[config.mk]
export PLATFORM = sky130hd
export DESIGN_NAME = hypot_seq
export DESIGN_NICKNAME = d
export VERILOG_FILES = /design/src/rtl/hypot_seq.sv
export SDC_FILE = /design/constraint.sdc
export NUM_CORES = 1
export LEC_CHECK = 0
export ABC_CLOCK_PERIOD_IN_PS = 4500
export BUFFER_PORTS_ARGS = -buffer_cell sky130_fd_sc_hd__buf_2
export CELL_PAD_IN_SITES_DETAIL_PLACEMENT = 1
export CELL_PAD_IN_SITES_GLOBAL_PLACEMENT = 1
export CORE_UTILIZATION = 37
export CTS_BUF_LIST = sky130_fd_sc_hd__clkbuf_4 sky130_fd_sc_hd__clkbuf_8
export CTS_CLUSTER_DIAMETER = 40
export DETAILED_ROUTE_END_ITERATION = 8
export GPL_ROUTABILITY_DRIVEN = 0
export HOLD_SLACK_MARGIN = 0.06
export PLACE_DENSITY_LB_ADDON = 0.1
export REMOVE_ABC_BUFFERS = 1
export SETUP_SLACK_MARGIN = 0.02
export SYNTH_ARGS = -nofsm -noshare
export SYNTH_HDL_FRONTEND = slang
export SYNTH_SLANG_ARGS = --single-unit
[constraint.sdc]
create_clock -name clk_i -period 4.5 [get_ports clk_i]
set_input_delay 0.675 -clock clk_i [delete_from_list [all_inputs] [get_ports clk_i]]
set_output_delay 0.675 -clock clk_i [all_outputs]
set_load 0.02 [all_outputs]
[src/rtl/hypot_seq.sv]
// Chains a square unit and a root unit for y = floor(sqrt(a^2 + b^2)); latency = sq + rt unit latency + 4 cycles.
// No backpressure: start_i is taken only in IDLE and valid_o is a single-shot one-cycle pulse.
module hypot_seq #(
   parameter int TIMEOUT    = 64,
   parameter int CLR_CYCLES = 2
) (
   input  logic        clk_i,
   input  logic        rst_i,
   input  logic        start_i,
   input  logic [31:0] a_bi,
   input  logic [31:0] b_bi,
   output logic        busy_o,
   output logic        valid_o,
   output logic [31:0] y_bo,
   output logic        ovf_o,
   output logic        err_o,
   output logic [2:0]  state_o,
   output logic        sq_rst_o,
   output logic        sq_start_o,
   output logic [31:0] sq_a_bo,
   output logic [31:0] sq_b_bo,
   input  logic [2:0]  sq_state_bi,
   input  logic [63:0] sq_y_a_bi,
   input  logic [63:0] sq_y_b_bi,
   output logic        rt_rst_o,
   output logic        rt_start_o,
   output logic [31:0] rt_x_bo,
   input  logic [2:0]  rt_state_bi,
   input  logic [31:0] rt_y_bi
);

   typedef enum logic [2:0] {
      S_IDLE = 3'd0,
      S_SQ   = 3'd1,
      S_RT   = 3'd2,
      S_DONE = 3'd3,
      S_CLR  = 3'd4,
      S_ERR  = 3'd5
   } state_t;

   localparam logic [2:0] U_IDLE  = 3'd0;
   localparam logic [2:0] U_DONE  = 3'd2;
   localparam int         CNT_MAX = (TIMEOUT > CLR_CYCLES) ? TIMEOUT : CLR_CYCLES;
   localparam int         CW      = $clog2(CNT_MAX + 1);

   state_t        state_q, state_d;
   logic [CW-1:0] cnt_q, cnt_d;
   logic          busy_d, valid_d, ovf_d, err_d;
   logic          sq_rst_d, sq_start_d, rt_rst_d, rt_start_d;
   logic [31:0]   y_d, sq_a_d, sq_b_d, rt_x_d;
   logic [64:0]   sum;
   logic          sq_done, rt_done, wd_hit, clr_last;

   // 65-bit sum so the carry out of two full-range squares is never lost
   assign sum      = {1'b0, sq_y_a_bi} + {1'b0, sq_y_b_bi};
   assign sq_done  = (sq_state_bi == U_DONE);
   assign rt_done  = (rt_state_bi == U_DONE);
   assign wd_hit   = (cnt_q == CW'(TIMEOUT - 1));
   assign clr_last = (cnt_q == CW'(CLR_CYCLES - 1));
   assign state_o  = state_q;

   always_comb begin
      state_d    = state_q;
      cnt_d      = cnt_q;
      valid_d    = 1'b0;
      ovf_d      = ovf_o;
      err_d      = err_o;
      y_d        = y_bo;
      sq_a_d     = sq_a_bo;
      sq_b_d     = sq_b_bo;
      rt_x_d     = rt_x_bo;
      sq_rst_d   = sq_rst_o;
      rt_rst_d   = rt_rst_o;
      sq_start_d = sq_start_o;
      rt_start_d = rt_start_o;

      case (state_q)
         S_IDLE: begin
            sq_rst_d = 1'b0;
            rt_rst_d = 1'b0;
            if (start_i) begin
               sq_a_d     = a_bi;
               sq_b_d     = b_bi;
               ovf_d      = 1'b0;
               err_d      = 1'b0;
               y_d        = '0;
               sq_start_d = 1'b1;
               state_d    = S_SQ;
            end
         end
         S_SQ: begin
            // completion is tested before the watchdog so a late done still wins
            if (sq_done) begin
               sq_start_d = 1'b0;
               ovf_d      = |sum[64:32];
               rt_x_d     = (|sum[64:32]) ? 32'hFFFF_FFFF : sum[31:0];
               rt_start_d = 1'b1;
               state_d    = S_RT;
            end else if (wd_hit) begin
               sq_start_d = 1'b0;
               rt_start_d = 1'b0;
               err_d      = 1'b1;
               state_d    = S_ERR;
            end else begin
               sq_start_d = (sq_state_bi == U_IDLE);
               cnt_d      = cnt_q + 1'b1;
            end
         end
         S_RT: begin
            if (rt_done) begin
               rt_start_d = 1'b0;
               y_d        = rt_y_bi;
               valid_d    = 1'b1;
               state_d    = S_DONE;
            end else if (wd_hit) begin
               sq_start_d = 1'b0;
               rt_start_d = 1'b0;
               err_d      = 1'b1;
               state_d    = S_ERR;
            end else begin
               rt_start_d = (rt_state_bi == U_IDLE);
               cnt_d      = cnt_q + 1'b1;
            end
         end
         S_DONE, S_ERR: begin
            sq_rst_d = 1'b1;
            rt_rst_d = 1'b1;
            state_d  = S_CLR;
         end
         S_CLR: begin
            if (clr_last) begin
               sq_rst_d = 1'b0;
               rt_rst_d = 1'b0;
               state_d  = S_IDLE;
            end else begin
               cnt_d = cnt_q + 1'b1;
            end
         end
         default: begin
            state_d = S_IDLE;
         end
      endcase

      if (state_d != state_q) begin
         cnt_d = '0;
      end
      busy_d = (state_d != S_IDLE);
   end

   always_ff @(posedge clk_i or negedge rst_i) begin
      if (!rst_i) begin
         state_q    <= S_IDLE;
         cnt_q      <= '0;
         busy_o     <= 1'b0;
         valid_o    <= 1'b0;
         y_bo       <= '0;
         ovf_o      <= 1'b0;
         err_o      <= 1'b0;
         sq_rst_o   <= 1'b1;
         sq_start_o <= 1'b0;
         sq_a_bo    <= '0;
         sq_b_bo    <= '0;
         rt_rst_o   <= 1'b1;
         rt_start_o <= 1'b0;
         rt_x_bo    <= '0;
      end else begin
         state_q    <= state_d;
         cnt_q      <= cnt_d;
         busy_o     <= busy_d;
         valid_o    <= valid_d;
         y_bo       <= y_d;
         ovf_o      <= ovf_d;
         err_o      <= err_d;
         sq_rst_o   <= sq_rst_d;
         sq_start_o <= sq_start_d;
         sq_a_bo    <= sq_a_d;
         sq_b_bo    <= sq_b_d;
         rt_rst_o   <= rt_rst_d;
         rt_start_o <= rt_start_d;
         rt_x_bo    <= rt_x_d;
      end
   end

endmodule

# Word level (Yosys, flattened, before mapping)
# Index checks and enable logic that the tools add are counted.
# W data, S select, Z words.
# word_totals
mem_bits_ro,0
inputBits,233
latch_bits,0
elab_cells,94
ramBits,0
mem_count,0
ff_bits,145
output_inout_bits,139
# op_classes
n_lt_le_gt_ge,0
n_reduce_logical,21
n_mux,37
bitwise,0
multipliers,0
n_shift,0
n_addsub,2
div_mod_pow,0
n_eq_ne,21
# op_table
op,n
$mux W32,3
$add A64 B64 Y65,1
$pmux W32 S2,1
$mux W7,5
$reduce_or A33 Y1,1
$pmux W7 S3,1
$mux W1,16
$mux W3,5
$pmux W3 S5,1
$ne A2 B2 Y1 const B,7
$eq A3 B2 Y1 const B,4
$ne A3 B3 Y1 const B,4
$reduce_and A4 Y1,3
$logic_not A3 Y1,3
$pmux W1 S3,3
$reduce_bool A3 Y1,3
$reduce_and A2 Y1,4
$add A7 B1 Y7 const B,1
$eq A7 B1 Y1 const B,1
$eq A7 B6 Y1 const B,1
$eq A3 B3 Y1 const B,2
$reduce_and A3 Y1,2
$reduce_bool A2 Y1,3
$pmux W1 S2,2
other kinds (4),4

# Logic depth before layout (Yosys ltp)
# depth
ltp_word,7
depth_mapped,14
mapped_depth_nobuf,12

# Least setup slack after synthesis
# OpenSTA, ideal clock, no wires.
# synth_path
path_type,input to register
startpoint,input port sq_y_a_bi[0]
endpoint,register rt_x_bo[19]
arrival_time_ns,3.872
n_path_buf,1
setup_time_ns,0.134
stages,13
path_slack_ns,0.494
path_cell_list,ha_1 -> fa_1 -> a211oi_1 -> o21ai_1 -> nand4_1 -> a311oi_1 -> o31a_1 -> or3_1 -> a221oi_1 -> nand4_2 -> nor4_4 -> buf_6 -> a31oi_2
# synth_via
elab_chain_len,3
# synth_lines
item,line_no,source
"start, declared",23,"input logic [63:0] sq_y_a_bi,"
$add A64 B64 Y65 (*),55,"assign sum = {1'b0, sq_y_a_bi} + {1'b0, sq_y_b_bi};"
$reduce_or A33 Y1,96,rt_x_d = (|sum[64:32]) ? 32'hFFFF_FFFF : sum[31:0];
$mux W32 (*),96,
"end signal, assigned",180,rt_x_bo <= rt_x_d;
"end, declared",27,"output logic [31:0] rt_x_bo,"
# Every way passes the cells marked *; elsewhere a longest branch is shown, timed or not.
# A chain may end at the register's enable or synchronous reset.

# Final worst setup path
# layout_path
startpoint,input port sq_y_a_bi[0]
endpoint,register rt_x_bo[7]
# The elaborated chain is that of the path after synthesis.

==> run summary <==
The data required time at the worst endpoint is approximately 4.8 ns. For the pin with the worst max-slew slack, the measured transition is 0.822 ns. Walking the worst path, the cells encountered are buf_2, ha_1, fa_1, a211oi_1, o21ai_1, nand4_1, a311oi_1, o31a_1, or3_1, a221oi_1, nand4_2, nor4_4, buf_12, a31oi_2. The final-stage net count came out at between 2000 and 2500. The worst stage delay on the critical path came out at 0.43 ns. For the finished layout, the period the worst path requires is 3.96 ns. The placed instance area is 0.0130 mm2. Setup repair after global routing left no endpoint under its margin. The net switching power of the design is around 3 mW. The area growth from synthesis to final layout is 26.4%.

The count of nets left with antenna violations once routing finished came out at 0. The kind of critical path is in2reg. The worst clock skew on the final layout came out at 0.00967 ns. The final number of setup-violating endpoints came out at 0. The area of the placeable core came out at roughly 0.028 mm2. The part of the cycle the worst path needs came out at roughly 88%. Counting every instance in the synthesized netlist gives ~1300. The register-to-register setup slack is about 1 ns. The flop and latch count out of synthesis is about 150. The fill cell instance count of the final layout came out at ~3600.

The HPWL reported at the end of detailed placement came out at approximately 33000 um. TritonCTS built the clock tree. In this run switching power makes up 47.1% of total power. VDD sags by at most about 0.18 mV. The final sum of negative setup slack came out at 0 ns. Yosys attributes the largest share of cell area to dfrtp_1, nand2_1, ha_1, a21oi_1, o21ai_0. The buffer count from post-CTS setup fixing came out at 0.

The reg-to-reg critical path endpoint is rt_x_bo[7]$_DFFE_PN0P_. The number of warnings issued by yosys is 0. Summed over all layers, the global routing overflow is 0. The height of the chip came out at 171 um. The total internal power came out at around 3.4 mW. The sequential share of power came out at approximately a third. The clock insertion delay at the later pin of the skew report came out at roughly 0.46 ns. The pin count of the biggest net entering global routing is 78.

The setup slack after layout is 0.545 ns. The areal power density over the cells is between 400 and 500 mW/mm2. The post-detailed-route DRC marker count is 0. The biggest area contributor in the post-synthesis netlist is dfrtp_1. The deepest clock path buffer count is 2. The quantity of hold-fixing buffers added after cts is 0. The proportion of register bits with asynchronous set or reset after synthesis is 100%. The hold violation count in the final report is 0. The floorplan row count is 61.

Measured in cells, the most critical reg-to-reg path has a length of 11. The initial antenna violation count is 4. The clock slew at the register clock pins of the worst setup and hold paths came out at 0.08 ns. The design draws around 6.4 mW. The max-cap violation count came out at 0. The final cell area excluding filler cells is ~0.013 mm2. CTS saw 145 sinks. The cell with the most instances after synthesis is nand2_1. The clock tree root buffer cell is clkbuf_8. The largest driver fanout on the critical path is 33. The post-synthesis instance area is ~0.011 mm2. The placed instance count came out at 2062.

The worst-case setup slack after placement is around 0.08 ns. The clock share of power came out at between 10% and 20%. The first global-routing pass estimated between 60000 and 70000 um of wire. The post-layout utilization of the core came out at a little under half.

The number of violations reported at the end of detailed-routing iteration 0 is ~700. The overall routing resource usage came out at 27.3%. The worst hold slack after final layout is approximately 0.23 ns. The share of the Yosys chip area taken by registers is between 30% and 40%. The primary flip-flop cell chosen by synthesis mapping is dfrtp_1. The max-slew violation total from the final report is 0. Port buffering added 371 buffers.

After synthesis, the mean cell area works out to around 8 um2. The storage element area came out at 0.00363 mm2. The H-tree depth reported by CTS is 4. The run finished with clean final reports. STA classifies the critical path startpoint as an input pin. The number of enable flip-flop cells after synthesis came out at 0.

The wire length per cell came out at ~19 um. between 300 and 400 I/O pins were placed. The x dimension of the die is ~170 um.

The via total after detailed routing is roughly 11000. The count of non-filler cells in the finished layout is around 2100. Timing would allow up to 253 MHz. The area used by multi-input combinational logic came out at between 0.006 and 0.007 mm2. Of the cells placed in the final design, the portion with a size suffix greater than 1 is between 20% and 30%. The data arrival time of the worst path came out at around 4.3 ns.

The worst register-to-register path begins at state_o[1]$_DFF_PN0_. The leakage power of the design is 6.28 nW. The critical path's slowest cell is fa_1.

After synthesis, the most frequently instantiated cells are nand2_1, dfrtp_1, a21oi_1. STA classifies the critical path endpoint as a flop. In this run, the combinational gates consume 50.9% of the power.

The via count of the first global-routing pass is around 11000. The detail-routed via count per cell is 5.44. The starting utilization of the core area came out at 37.8%. The top cell type by area accounts for between 30 and 40% of the synthesized area. The worst pin sits at a relative slew slack of between 40% and 50%. The post-synthesis cell type count came out at 81. The length of the first detailed-routing pass in iterations came out at 5. The wire length after detailed routing is between 40000 and 50000 um. The total of cells resized after clock tree synthesis is 0. The worst hold-check path type is in2async. The number of clock buffers inserted by TritonCTS is 17. The floorplan die area is 0.0293 mm2.
-- worst max-delay path: cells and delay by family --
kind	cells	cell delay [ns]
fa+ha+maj	2	0.67
buf+inv	2	0.36
compound gates	6	1.48
simple gates	4	1.05
-- registers in the layout, indices dropped and copies added, names as in the netlist --
register and count:
sq_start_o 1, rt_rst_o 1, rt_x_bo 32, rt_start_o 1
sq_b_bo 32, sq_a_bo 32, cnt_q 7, y_bo 32
err_o 1, valid_o 1, state_o 3, busy_o 1
ovf_o 1
-- worst max-delay path by stage --
| stage | startpoint | to | slack, ns | cells after the start |
|---|---|---|---|---|
| 2_1_floorplan | sq_y_a_bi[0] | rt_x_bo[0]$_DFFE_PN0P_ | -1.16 | 12 |
| 6_report | sq_y_a_bi[0] | rt_x_bo[7]$_DFFE_PN0P_ | 0.54 | 14 |
| 5_1_grt | sq_y_a_bi[0] | rt_x_bo[7]$_DFFE_PN0P_ | 0.31 | 14 |
| 4_1_cts | sq_y_a_bi[0] | rt_x_bo[7]$_DFFE_PN0P_ | 0.58 | 14 |
| 3_3_place_gp | sq_y_a_bi[0] | rt_x_bo[1]$_DFFE_PN0P_ | 0.15 | 14 |
| 3_5_place_dp | sq_y_a_bi[0] | rt_x_bo[7]$_DFFE_PN0P_ | 0.08 | 14 |
-- layer usage --
metal / wire length (um) / global-route usage [%] / vias up
met5: 0 / 0 / -
met4: 1080 / 9.36 / 0
met3: 2700 / 6.26 / 63
met2: 19200 / 45.8 / 385
met1: 17200 / 34.4 / 5463
li1: - / - / 5505
-- cell families (layout without fill, tap and decap cells) --
| family | Yosys count | count (layout) | share of synthesized area (%) |
|---|---|---|---|
| AOI/OAI and AO/OA | 388 | 388 | 24.9 |
| muxes | 2 | 2 | 0.189 |
| and+or+nand+nor | 602 | 602 | 24.9 |
| other | 0 | 3 | 0 |
| xor gates and xnor gates | 50 | 50 | 4.13 |
| adders and majority gates | 67 | 67 | 7.98 |
| DFF | 145 | 145 | 34.2 |
| buffers and inverters | 87 | 462 | 3.69 |
-- cell usage in the layout (no fill, tap or decap), types with 4 or more instances in the layout --
| cell | instances |
|---|---|
| nand3_1 | 19 |
| and3_1 | 8 |
| xor2_1 | 19 |
| nand2_1 | 350 |
| o21a_1 | 14 |
| o21ai_1 | 10 |
| nor2b_1 | 4 |
| o211ai_1 | 15 |
| buf_2 | 370 |
| nor3_1 | 24 |
| nand2b_1 | 9 |
| a211oi_1 | 8 |
| o2bb2ai_1 | 4 |
| and2_1 | 4 |
| inv_6 | 8 |
| o31ai_1 | 5 |
| a311oi_1 | 4 |
| o21ai_0 | 96 |
| or3_1 | 7 |
| buf_4 | 43 |
| a22oi_1 | 5 |
| a31oi_1 | 18 |
| dfrtp_1 | 144 |
| a21o_1 | 15 |
| a31oi_2 | 29 |
| or2_2 | 4 |
| xnor2_1 | 31 |
| o2111ai_1 | 4 |
| nor2_1 | 104 |
| a21oi_1 | 106 |
| ha_1 | 66 |
| o21bai_1 | 9 |
| nor4_1 | 9 |
| inv_1 | 14 |
| clkbuf_8 | 17 |
| nand4_1 | 38 |
-- power groups by stage --
| stage | Clock, mW | Sequential (mW) | Combinational, mW |
|---|---|---|---|
| 2_1_floorplan | 0 | 2.70 | 1.35 |
| 3_3_place_gp | 0 | 2.07 | 3.19 |
| 3_5_place_dp | 0 | 2.11 | 3.25 |
| 4_1_cts | 1.10 | 2.08 | 3.26 |
| 5_1_grt | 1.14 | 2.14 | 3.55 |
| 6_report | 1.06 | 2.07 | 3.24 |
-- cell type report --
type	count	area share [%]
tap	378	3.53
timing repair buffer	416	16.6
clock buffer	17	1.75
multi-input combinational	1109	49.3
inverter	14	0.392
sequential	145	27.1
clock inverter	15	1.27
antenna	3	0.0560
Power figures use the tool's default switching activity.
